`src/rtl/groestl_src_fifo.sv`:
```
// ---------------------------------------------------------------------------
// groestl_src_fifo
//   Input staging buffer in front of the Groestl core source port. Two 32-bit
//   bus writes (low half, then high half) form one 64-bit message word. Either
//   half may be byte-swapped. Words are queued in a first-word-fall-through
//   FIFO and offered to the core through its active-low src_ready / src_read
//   handshake.
//
// Ports
//   clk        : clock, rising edge
//   reset      : asynchronous active-high reset of all control state
//   flush      : synchronous clear of FIFO, low-half register and sticky flags
//   wr_data    : 32-bit bus write data
//   wr_lo      : latch (optionally swapped) wr_data into the low-half register
//   wr_hi      : push {swapped-or-not wr_data, low half} into the FIFO
//   swap       : byte-swap wr_data for this wr_lo / wr_hi
//   full       : level == DEPTH
//   level      : number of stored words
//   overflow   : sticky, push attempted while full
//   underflow  : sticky, src_read attempted while empty
//   src_ready  : active-low word-available (0 = src_dout valid)
//   src_read   : core pops the head word
//   src_dout   : head word, 0 while empty
// ---------------------------------------------------------------------------
module groestl_src_fifo #(
    parameter int DEPTH = 16,
    parameter int AW    = 4
) (
    input  logic          clk,
    input  logic          reset,
    input  logic          flush,
    input  logic [31:0]   wr_data,
    input  logic          wr_lo,
    input  logic          wr_hi,
    input  logic          swap,
    output logic          full,
    output logic [AW:0]   level,
    output logic          overflow,
    output logic          underflow,
    output logic          src_ready,
    input  logic          src_read,
    output logic [63:0]   src_dout
);

    localparam logic [AW:0] LP_FULL = (AW+1)'(DEPTH);

    function automatic logic [31:0] byte_swap(input logic [31:0] x);
        return {x[7:0], x[15:8], x[23:16], x[31:24]};
    endfunction

    logic [63:0]   r_mem [DEPTH];
    logic [AW-1:0] r_wr_ptr;
    logic [AW-1:0] r_rd_ptr;
    logic [AW:0]   r_level;
    logic [31:0]   r_lo;
    logic          r_overflow;
    logic          r_underflow;

    logic [31:0]   w_d;
    logic          w_full;
    logic          w_empty;
    logic          w_push_ok;
    logic          w_pop_ok;

    assign w_d     = swap ? byte_swap(wr_data) : wr_data;
    assign w_full  = (r_level == LP_FULL);
    assign w_empty = (r_level == '0);

    // Full is judged on the registered level, so a pop in the same cycle does
    // not make room for a push (no write-through when full).
    assign w_push_ok = wr_hi    & ~w_full  & ~flush;
    assign w_pop_ok  = src_read & ~w_empty & ~flush;

    // Storage carries data only and is not reset; empty forces src_dout to 0.
    always_ff @(posedge clk) begin
        if (w_push_ok) begin
            r_mem[r_wr_ptr] <= {w_d, r_lo};
        end
    end

    always_ff @(posedge clk or posedge reset) begin
        if (reset) begin
            r_wr_ptr    <= '0;
            r_rd_ptr    <= '0;
            r_level     <= '0;
            r_lo        <= '0;
            r_overflow  <= 1'b0;
            r_underflow <= 1'b0;
        end else if (flush) begin
            r_wr_ptr    <= '0;
            r_rd_ptr    <= '0;
            r_level     <= '0;
            r_lo        <= '0;
            r_overflow  <= 1'b0;
            r_underflow <= 1'b0;
        end else begin
            if (w_push_ok) begin
                r_wr_ptr <= r_wr_ptr + AW'(1);
            end
            if (w_pop_ok) begin
                r_rd_ptr <= r_rd_ptr + AW'(1);
            end
            case ({w_push_ok, w_pop_ok})
                2'b10:   r_level <= r_level + (AW+1)'(1);
                2'b01:   r_level <= r_level - (AW+1)'(1);
                default: r_level <= r_level;
            endcase
            // wr_hi takes priority: a simultaneous wr_lo is discarded.
            if (wr_lo && !wr_hi) begin
                r_lo <= w_d;
            end
            if (wr_hi && w_full) begin
                r_overflow <= 1'b1;
            end
            if (src_read && w_empty) begin
                r_underflow <= 1'b1;
            end
        end
    end

    assign full      = w_full;
    assign level     = r_level;
    assign overflow  = r_overflow;
    assign underflow = r_underflow;
    assign src_ready = w_empty;
    assign src_dout  = w_empty ? 64'd0 : r_mem[r_rd_ptr];

endmodule

```
`config.mk`:
```
export PLATFORM = sky130hd
export DESIGN_NAME = groestl_src_fifo
export DESIGN_NICKNAME = d
export VERILOG_FILES = /design/src/rtl/groestl_src_fifo.sv
export SDC_FILE = /design/constraint.sdc
export NUM_CORES = 1
export LEC_CHECK = 0
export ABC_AREA = 0
export CORE_ASPECT_RATIO = 0.8
export CORE_MARGIN = 8
export CORE_UTILIZATION = 65
export DETAILED_ROUTE_END_ITERATION = 6
export GPL_TIMING_DRIVEN = 0
export PLACE_DENSITY = 0.86
export SLEW_MARGIN = 20
export SYNTH_ARGS = -nofsm -noshare
export SYNTH_HDL_FRONTEND = slang
export SYNTH_SLANG_ARGS = --single-unit
```
`constraint.sdc`:
```
create_clock -name clk -period 10.8 [get_ports clk]
set_clock_uncertainty 0.1 [all_clocks]
set_input_delay 1.62 -clock clk [delete_from_list [all_inputs] [get_ports clk]]
set_output_delay 1.62 -clock clk [all_outputs]
set_load 0.005 [all_outputs]
```
==> results of run 1 <==
==> layout by cell type (no fill, tap or decap), types with 5 or more instances in the layout <==
master and instances:
sky130_fd_sc_hd__dfrtp_1 47, sky130_fd_sc_hd__buf_16 17, sky130_fd_sc_hd__mux2i_1 132, sky130_fd_sc_hd__ha_1 7
sky130_fd_sc_hd__bufinv_16 7, sky130_fd_sc_hd__buf_6 9, sky130_fd_sc_hd__nor2_1 17, sky130_fd_sc_hd__mux4_2 256
sky130_fd_sc_hd__inv_1 5, sky130_fd_sc_hd__buf_4 36, sky130_fd_sc_hd__buf_2 34, sky130_fd_sc_hd__clkdlybuf4s50_1 108
sky130_fd_sc_hd__a21oi_1 6, sky130_fd_sc_hd__clkbuf_16 96, sky130_fd_sc_hd__clkbuf_1 76, sky130_fd_sc_hd__o22ai_1 65
sky130_fd_sc_hd__nor2_4 12, sky130_fd_sc_hd__buf_12 20, sky130_fd_sc_hd__buf_1 15, sky130_fd_sc_hd__clkinv_2 12
sky130_fd_sc_hd__clkinvlp_4 7, sky130_fd_sc_hd__clkinv_1 21, sky130_fd_sc_hd__nand4_1 31, sky130_fd_sc_hd__mux2_2 32
sky130_fd_sc_hd__edfxtp_1 1024, sky130_fd_sc_hd__nand2_1 70
==> power by group through the flow <==
stage	logic (W)	registers, W	clock network [W]
2_1_floorplan	0.00126	0.00477	0
5_1_grt	0.00232	0.00471	0.00344
6_report	0.00222	0.00471	0.00329
3_5_place_dp	0.00216	0.00479	0
4_1_cts	0.00223	0.00471	0.00330
3_3_place_gp	0.00208	0.00480	0
==> area by class of cell <==
cell class              instances  area, µm²
clock inverters                50        440
inverters                       7       26.3
repair buffers                181       2220
clock buffers                 118       2490
well taps                     850       1060
fillers                      3107      15800
multi-input cells             687       9120
plain buffers                 114        539
flip-flops and latches       1071      31900
==> stage by stage <==
stage | TNS, ns | setup WS (ns) | power, W
after floorplan | 0 | 3.19 | 0.00603
after global placement | -331.48 | -1.34 | 0.00687
after detailed placement | 0 | 5.50 | 0.00695
after CTS | 0 | 4.61 | 0.0102
after global routing | 0 | 4.45 | 0.0105
final | 0 | 4.52 | 0.0102
==> how the worst min path moves through the flow <==
| stage | end | slack, ns |
|---|---|---|
| after floorplan | overflow | 0.39 |
| after global placement | overflow | 0.38 |
| after detailed placement | underflow | 0.41 |
| after CTS | underflow | 0.42 |
| after global routing | overflow | 0.44 |
| final | overflow | 0.42 |
==> flip-flops by register name (all words and copies together) (netlist names) <==
| register | cells |
|---|---|
| r_lo | 32 |
| r_mem | 1024 |
| r_wr_ptr | 4 |
| overflow | 1 |
| underflow | 1 |
| level | 5 |
| r_rd_ptr | 4 |
==> synthesized netlist by cell type, types with 2 or more instances <==
| library cell | n |
|---|---|
| sky130_fd_sc_hd__nand3b_1 | 2 |
| sky130_fd_sc_hd__nand2_1 | 70 |
| sky130_fd_sc_hd__o22ai_1 | 65 |
| sky130_fd_sc_hd__nor2_1 | 29 |
| sky130_fd_sc_hd__o2111a_1 | 2 |
| sky130_fd_sc_hd__mux4_2 | 256 |
| sky130_fd_sc_hd__o21a_1 | 2 |
| sky130_fd_sc_hd__or3b_2 | 2 |
| sky130_fd_sc_hd__nand2b_1 | 4 |
| sky130_fd_sc_hd__nor3_1 | 6 |
| sky130_fd_sc_hd__mux2_2 | 32 |
| sky130_fd_sc_hd__a211oi_1 | 3 |
| sky130_fd_sc_hd__inv_1 | 6 |
| sky130_fd_sc_hd__nand3_1 | 3 |
| sky130_fd_sc_hd__xor2_1 | 4 |
| sky130_fd_sc_hd__o21ai_0 | 4 |
| sky130_fd_sc_hd__clkbuf_1 | 55 |
| sky130_fd_sc_hd__buf_6 | 9 |
| sky130_fd_sc_hd__a22o_1 | 2 |
| sky130_fd_sc_hd__dfrtp_1 | 47 |
| sky130_fd_sc_hd__nor4_1 | 2 |
| sky130_fd_sc_hd__o211ai_1 | 2 |
| sky130_fd_sc_hd__buf_1 | 16 |
| sky130_fd_sc_hd__buf_2 | 34 |
| sky130_fd_sc_hd__xnor2_1 | 3 |
| sky130_fd_sc_hd__a21oi_1 | 6 |
| sky130_fd_sc_hd__edfxtp_1 | 1024 |
| sky130_fd_sc_hd__ha_1 | 7 |
| sky130_fd_sc_hd__nand4_1 | 31 |
| sky130_fd_sc_hd__mux2i_1 | 132 |
==> routing by layer <==
layer  routed length (µm)  track usage
met5                    0            0
met4                 5070        0.123
met3                13600       0.0779
met2                53100        0.482
met1                37300        0.393
==> worst max-delay path: stages, from the launching register on <==
cell	delay, ns
sky130_fd_sc_hd__dfrtp_1	0.38
sky130_fd_sc_hd__clkbuf_1	0.52
sky130_fd_sc_hd__clkbuf_1	0.84
sky130_fd_sc_hd__buf_2	0.61
sky130_fd_sc_hd__mux4_2	0.59
sky130_fd_sc_hd__mux2i_1	0.24
sky130_fd_sc_hd__o22ai_1	0.19
sky130_fd_sc_hd__clkdlybuf4s50_1	0.53
==> cells by family after synthesis <==
kind of cell | count (synthesis) | share of synthesized area
muxes | 420 | 0.179
buffers and inverters | 121 | 0.0136
adders and majority gates | 7 | 0.00211
AOI/OAI and AO/OA | 96 | 0.0159
xor gates and xnor gates | 7 | 0.00148
DFF | 1071 | 0.769
and+or+nand+nor | 157 | 0.0180
==> results.yml, run 1 <==
status:
  outcome: "complete, no violations"
die:
  dieWidth_um: 298
  floorplan.core_area_um2: 63700
  core.rowCount: 83
  die_h_um: 242
  io_pins: 112
  floorplan.initialDensity: 0.652
  die-area_um2: 72200
pwr:
  ir_drop_mv: 0.142
  cell_internal_pwr_w: 0.00751
  switchingPower_w: 0.00272
  seq_power_share: 0.461
  comb_power_share: 0.218
  pwr-share-clk: 0.322
  netSwitchingFraction: 0.266
  power-per-cell-area_nw_per_um2: 214
  power.static_leakage_nw: 15.0
setup_path:
  ff2ff_path_depth: 7
  timing.setup.critical_path_class: "reg2out"
  reg2reg_end: "r_mem[0][27]"
  worst_ep_arrival_time_ns: 4.56
  cp.required_ns: 9.08
  critical_path.startpoint_type: "register"
  regToRegSetupSlack_ns: 6.93
  crit_start: "r_rd_ptr[0]"
  r2r-start: "level[0]"
  timing.critical_path.to_type: "output pin"
  worst-path-max-fanout: 10
  timing.critical_path.to: "src_dout[0]"
min_path:
  worst_hold_path_type: "reg2reg"
  hold-path-cell-count: 2
  hold_path_startpoint: "overflow"
finish:
  antenna_cells_inserted: 0
  postLayoutCoreUtil: 0.751
  drive_gt1_frac: 0.250
  final_cell_count_without_fillers: 3078
  finish.net_count: 2202
  final_design_area_excluding_fillers_um2: 47800
  syn2layout_area_growth_pct: 15.3
logic_synthesis:
  mappedNetlistNets: 1925
  synth_enable_flop_cells: 1024
  synth_warnings: 0
  yosysTopAreaCellShare: 0.741
  synth_ff_type: "sky130_fd_sc_hd__edfxtp_1"
  library_cell_with_the_largest_summed_area_after_synthesis: "sky130_fd_sc_hd__edfxtp_1"
  avgSynthCellArea_um2: 22.1
  ys_async_sr_fraction: 0.0439
  post_synth_main_area_contributors: "sky130_fd_sc_hd__edfxtp_1 74%, sky130_fd_sc_hd__mux4_2 14%, sky130_fd_sc_hd__mux2i_1 3.2%"
  post_synth_inst_count: 1879
  netlist_area_um2: 41500
  ys_types: 49
  postSynthRegisterBits: 1071
  synth_seq_area_share: 0.769
clock_network:
  tritoncts: "yes"
  clock_sink_count: 1071
  cts_buffers: 94
  htree_levels: 3
  bufs_on_longest_clock_path: 3
  ctsRootBufferMaster: "sky130_fd_sc_hd__clkbuf_16"
  post_cts.repair.setup_buffers: 0
  clk-insertion-delay-late_ns: 0.66
  clock_pin_slew_on_the_worst_setup_and_hold_paths_ns: 0.07
  postCtsHoldBufs: 0
  ctsResizeCount: 0
drt:
  detail-route-antenna-nets: 0
  route.detailed.vias_per_inst: 7.21
  drt-wirelength-per-cell_um: 35.4
  drt_initial_violations: 3198
  drt-pass1-iter-count: 7
  totalWireLength_mm: 109
  drcViolationCount: 0
  via_count: 22200
placed_design:
  place_congestion: 0.841
  placed_area_um2: 44900
  numPlacedInstances: 2910
  post-dp-hpwl_mm: 64.5
  placement.io_buffers: 108
global_route:
  globalRouteTotalUtil: 0.300
  grt_first_pass_wirelength_mm: 158
  antenna_found_initial: 0
  first_global_vias: 22800
  grt_start_max_net_pins: 29
  globalRoute.totalOverflow: 0
sta:
  grt_setup_unrepaired: "no"
  layout_min_cycle_time_ns: 6.28
  min_period_over_period: 0.581
  timing_worst_slew_pin_value_ns: 1.15
  final.hold.worst_slack_ns: 0.423
  maxSlewHeadroom: 0.235
  final_hold_viol_count: 0
  slew_violations: 0
  setup-violations-final: 0
  fmaxAchievable_mhz: 159
run:
  cap_viol_max_count: 0
Power figures use the tool's default switching activity.
==> inputs of run 2 (changes only) <==
Settings changed: CORE_UTILIZATION 65 to 61, PLACE_DENSITY 0.86 to 0.82.
Clock period 10.8 ns to 6 ns, I/O delays scaled along.
==> run 2 against run 1 <==
Critical path depth is the same. Sequential power grew 80%. Sequential cell count is the same. Setup slack lost 4.0 ns. Die area grew 6.2%. Combinational power grew 78%. Critical path type unchanged. Largest cell class unchanged.
==> results.yml, run 2 (same netlist as run 1, synthesis figures left out) <==
die:
  floorplan.core_area_um2: 67300
  floorplan.initialDensity: 0.616
  io_pins: 112
  dieWidth_um: 308
  core.rowCount: 85
  die-area_um2: 76700
  die_h_um: 249
drt:
  detailroute.wirelength.met3_mm: 12.8
  routedLengthMet1_mm: 36.9
  drcViolationCount: 0
  drt-wirelength-per-cell_um: 33.5
  route.detailed.vias_per_inst: 6.92
  detail-route-antenna-nets: 0
  totalWireLength_mm: 105
  drt_initial_violations: 3340
  met2WireLength_mm: 51.1
  highest_layer: "met5"
  drt-pass1-iter-count: 5
  via_count: 21800
sta:
  maxSlewHeadroom: 0.262
  slew_violations: 0
  setup-violations-final: 0
  fmaxAchievable_mhz: 181
  grt_setup_unrepaired: "no"
  layout_min_cycle_time_ns: 5.52
  final_hold_viol_count: 0
  tns_ns: 0
  timing_worst_slew_pin_value_ns: 1.11
  min_period_over_period: 0.920
clock_network:
  tritoncts: "yes"
  ctsRootBufferMaster: "sky130_fd_sc_hd__clkbuf_16"
  clock_pin_slew_on_the_worst_setup_and_hold_paths_ns: 0.07
  postCtsHoldBufs: 0
  ctsResizeCount: 0
  htree_levels: 3
  clock_sink_count: 1071
  cts_buffers: 99
  clk-insertion-delay-late_ns: 0.67
  post_cts.repair.setup_buffers: 0
  bufs_on_longest_clock_path: 3
finish:
  largest_register_ffs: 1024
  syn2layout_area_growth_pct: 16.9
  drive_gt1_frac: 0.259
  finish.net_count: 2196
  antenna_cells_inserted: 0
  total_area_of_sequential_cells_um2: 31900
  multi_input_area_um2: 9150
  postLayoutCoreUtil: 0.721
  most_frequent_cells_in_the_layout: "1,024 x sky130_fd_sc_hd__edfxtp_1, 256 x sky130_fd_sc_hd__mux4_2, 132 x sky130_fd_sc_hd__mux2i_1"
  n_fill_cell: 3520
  regMostFlops: "r_mem"
  layout.cells.most_common: "sky130_fd_sc_hd__edfxtp_1"
setup_path:
  cpPeakStageDelay_ns: 0.79
  timing.critical_path.mode_cell: "sky130_fd_sc_hd__clkbuf_1"
  timing.setup.critical_path_class: "reg2out"
  worst-path-max-fanout: 10
  critical_path.startpoint_type: "register"
  timing.critical_path.to_type: "output pin"
  worst_ep_arrival_time_ns: 4.52
  critical-path-top-delay-family: "buffers and inverters"
  critical_path.slowest_cell: "sky130_fd_sc_hd__clkbuf_1"
  crit_start: "r_rd_ptr[0]"
  cp.required_ns: 5.00
  cp_cell_sequence: "clkbuf_1 > clkbuf_1 > buf_2 > mux4_2 > mux2i_1 > o22ai_1 > clkdlybuf4s50_1"
  r2r-start: "level[4]"
  critical_path_buf_inv_count: 4
pwr:
  power.static_leakage_nw: 15.3
  design_power_total_w: 0.0192
  power-per-cell-area_nw_per_um2: 395
  ir_drop_mv: 0.284
min_path:
  hold_path_startpoint: "overflow"
  worst_hold_path_type: "reg2reg"
global_route:
  first_global_vias: 22300
  grt_start_max_net_pins: 30
  grt_first_pass_wirelength_mm: 152
  globalRouteTotalUtil: 0.272
  antenna_found_initial: 2
  globalRoute.totalOverflow: 0
placed_design:
  place_congestion: 0.814
  post-dp-hpwl_mm: 63.2
  placement.io_buffers: 108
run:
  cap_viol_max_count: 0
status:
  outcome: "complete, no violations"
[run 2: changes by cell type in the layout (fill, tap and decap cells not counted), sizes merged]
cell / before / now
buf: 131 / 121
clkinvlp: 7 / 2
clkinv: 34 / 42
bufinv: 7 / 17
inv: 9 / 11
clkbuf: 174 / 177
[run 2: worst paths after layout]
path	to	slack, ns	depth (start not counted)
max in group asynchronous	overflow	4.58	3
min in group asynchronous	r_lo[19]	0.65	2
max reg2reg	r_mem[3][29]	2.56	8
min	overflow	0.40	2
max	src_dout[24]	0.48	7
min reg2reg	overflow	0.40	2
[run 2: layout make-up]
cell class / instances / share of cell area
sequential: 1071 / 0.658
timing repair buffer: 170 / 0.0463
clock inverter: 65 / 0.0161
tap: 913 / 0.0235
buffer: 114 / 0.0111
inverter: 7 / 0.000542
multi-input combinational: 687 / 0.189
clock buffer: 122 / 0.0556
[run 2: layer usage]
layer	up-vias	GRT usage
met3	325	0.0668
li1	8469	-
met2	1805	0.436
met4	2	0.0989
met1	11200	0.365
met5	-	0
[run 2: stage by stage]
| step | hold WS, ns | instance area, µm² | setup WS [ns] | cells |
|---|---|---|---|---|
| 6_report | 0.400 | 48500 | 0.481 | 3149 |
| 5_1_grt | 0.442 | 48500 | 0.368 | 3149 |
| 4_1_cts | 0.404 | 48500 | 0.517 | 3149 |
| 3_5_place_dp | 0.391 | 45000 | 1.25 | 2962 |
| 3_3_place_gp | 0.384 | 43700 | -2.20 | 2900 |
| 2_1_floorplan | 0.386 | 41500 | 0.826 | 1879 |
[run 2: worst register-to-register path, stage by stage (launching register included)]
cell and delay, ns:
sky130_fd_sc_hd__dfrtp_1 0.48, sky130_fd_sc_hd__clkbuf_1 0.32, sky130_fd_sc_hd__a211oi_1 0.49, sky130_fd_sc_hd__nand2_1 0.38, sky130_fd_sc_hd__nor3_4 0.53, sky130_fd_sc_hd__buf_8 0.24, sky130_fd_sc_hd__buf_8 0.19, sky130_fd_sc_hd__buf_8 0.20
sky130_fd_sc_hd__buf_8 0.19
[run 2: power breakdown]
group	switching, W	internal, W	leakage [nW]
clock network	0.00278	0.00394	1.72
registers	0.000119	0.00835	9.99
logic	0.00204	0.00192	3.55
total	0.00494	0.0142	15.3
==> inputs of run 3 (changes only) <==
Settings changed: CAP_MARGIN set to 10, REMOVE_ABC_BUFFERS set to 1.
==> run 3 against run 2 <==
Critical path depth shrank 1. Sequential share of layout area decreased by 0.33 points. Wire length up 4.4%. Count of clock-buffer cells in the layout rose by 11. Power down 3.0%. Die area unchanged. Final cell count decreased by 1.7%. Global-route usage rose by 1.2 points. Maximum frequency increased by 6.6%. Setup slack improved by 0.34 ns. Sequential cell count unchanged. Critical path type unchanged. Critical endpoint is now src_dout[23]. Highest routed layer unchanged.
==> results.yml, run 3 (same netlist as run 1, synthesis figures left out) <==
sta:
  fmaxAchievable_mhz: 193
  slew_violations: 0
  final_hold_viol_count: 0
  maxSlewHeadroom: 0.330
  min_period_over_period: 0.863
  grt_setup_unrepaired: "no"
  timing_worst_slew_pin_value_ns: 0.999
  final.hold.worst_slack_ns: 0.459
  layout_min_cycle_time_ns: 5.18
  tns_ns: 0
  setup-violations-final: 0
clock_network:
  ctsResizeCount: 0
  clock_pin_slew_on_the_worst_setup_and_hold_paths_ns: 0.07
  post_cts.repair.setup_buffers: 0
  cts_buffers: 98
  bufs_on_longest_clock_path: 3
  tritoncts: "yes"
  ctsRootBufferMaster: "sky130_fd_sc_hd__clkbuf_16"
  clock_sink_count: 1071
  clk-insertion-delay-late_ns: 0.68
  htree_levels: 3
  postCtsHoldBufs: 0
drt:
  detail-route-antenna-nets: 0
  totalWireLength_mm: 110
  drt-pass1-iter-count: 6
  drcViolationCount: 0
  route.detailed.vias_per_inst: 7.10
  via_count: 22000
  drt_initial_violations: 3364
  drt-wirelength-per-cell_um: 35.5
setup_path:
  critical_path.startpoint_type: "register"
  cpPeakStageDelay_ns: 0.72
  critical_path_buf_inv_count: 2
  critical-path-top-delay-family: "simple AND/OR/NAND/NOR gates"
  worst-path-max-fanout: 33
  cp_cell_sequence: "or4_4 > nor2_1 > or2_4 > buf_16 > o22ai_1 > clkdlybuf4s50_1"
  timing.critical_path.to_type: "output pin"
  reg2reg_end: "r_mem[3][55]"
  cp.required_ns: 5.00
  critical_path.slowest_cell: "sky130_fd_sc_hd__or4_4"
  worst_ep_arrival_time_ns: 4.18
  r2r-start: "level[1]"
  ff2ff_path_depth: 8
  timing.setup.critical_path_class: "reg2out"
  regToRegSetupSlack_ns: 1.91
global_route:
  grt_first_pass_wirelength_mm: 158
  first_global_vias: 22900
  globalRoute.totalOverflow: 0
  antenna_found_initial: 2
  grt_start_max_net_pins: 50
  globalRouteTotalUtil: 0.283
finish:
  layout.cells.most_common: "sky130_fd_sc_hd__edfxtp_1"
  finish.net_count: 2143
  n_fill_cell: 3318
  syn2layout_area_growth_pct: 17.6
  largest_register_ffs: 1024
  regMostFlops: "r_mem"
  postLayoutCoreUtil: 0.725
  final_design_area_excluding_fillers_um2: 48800
  most_frequent_cells_in_the_layout: "1,024 x sky130_fd_sc_hd__edfxtp_1, 256 x sky130_fd_sc_hd__mux4_2, 132 x sky130_fd_sc_hd__mux2i_1"
  drive_gt1_frac: 0.267
min_path:
  worst_hold_path_type: "in2async"
pwr:
  ir_drop_mv: 0.244
  power-per-cell-area_nw_per_um2: 381
  power.static_leakage_nw: 15.4
  design_power_total_w: 0.0186
placed_design:
  placed_area_um2: 45700
  placement.io_buffers: 111
  place_congestion: 0.716
  post-dp-hpwl_mm: 61.5
die:
  floorplan.core_area_um2: 67300
  floorplan.initialDensity: 0.616
  io_pins: 112
  dieWidth_um: 308
  die-area_um2: 76700
  core.rowCount: 85
  die_h_um: 249
run:
  cap_viol_max_count: 0
status:
  outcome: "complete, no violations"
==> run 3: cell types whose count changed in the layout (fill, tap and decap cells not counted), moves of 11 or more <==
| cell | previous run | this run |
|---|---|---|
| sky130_fd_sc_hd__buf_4 | 0 | 35 |
| sky130_fd_sc_hd__buf_16 | 6 | 55 |
| sky130_fd_sc_hd__buf_12 | 33 | 22 |
| sky130_fd_sc_hd__buf_2 | 34 | 2 |
| sky130_fd_sc_hd__clkbuf_1 | 67 | 26 |
| sky130_fd_sc_hd__buf_8 | 22 | 1 |
| sky130_fd_sc_hd__buf_1 | 16 | 0 |
| sky130_fd_sc_hd__bufinv_16 | 17 | 5 |
==> run 3: worst max path at each step <==
stage                start            to  slack (ns)  cells after the start
5_1_grt           level[1]  src_dout[23]        0.81                      6
3_3_place_gp   r_rd_ptr[0]  src_dout[39]      -10.96                      4
3_5_place_dp         wr_hi  r_mem[3][43]        1.07                      9
2_1_floorplan  r_rd_ptr[0]   src_dout[0]       -5.95                      3
6_report          level[1]  src_dout[23]        0.82                      6
4_1_cts           level[1]  src_dout[39]        0.94                      6
==> run 3: final cells by class <==
cell class | instances | area (µm²) | share of cell area
diodes | 1 | 2.50 | 0.0000513
clock buffers | 133 | 2700 | 0.0553
clock inverters | 51 | 404 | 0.00829
inverters | 7 | 30.0 | 0.000616
multi-input cells | 687 | 9140 | 0.187
flip-flops and latches | 1071 | 31900 | 0.655
well taps | 913 | 1140 | 0.0234
repair buffers | 232 | 3420 | 0.0702
==> run 3: report_power, final <==
group          internal [W]  switching, W  total [W]
combinational       0.00193       0.00194    0.00387
clock               0.00338       0.00278    0.00616
sequential          0.00835      0.000187    0.00854
==> run 3: per-stage QoR <==
| stage | worst slack [ns] | cells |
|---|---|---|
| 2_1_floorplan | -5.95 | 1765 |
| 3_3_place_gp | -10.96 | 2789 |
| 3_5_place_dp | 1.07 | 2910 |
| 4_1_cts | 0.944 | 3094 |
| 5_1_grt | 0.813 | 3095 |
| 6_report | 0.823 | 3095 |
==> run 3: metal layers <==
metal	global-route usage	wire, µm	vias to the layer above
met5	0	13	-
met1	0.348	36700	11200
li1	-	-	8332
met4	0.140	6320	2
met2	0.469	54600	1969
met3	0.0730	12400	468
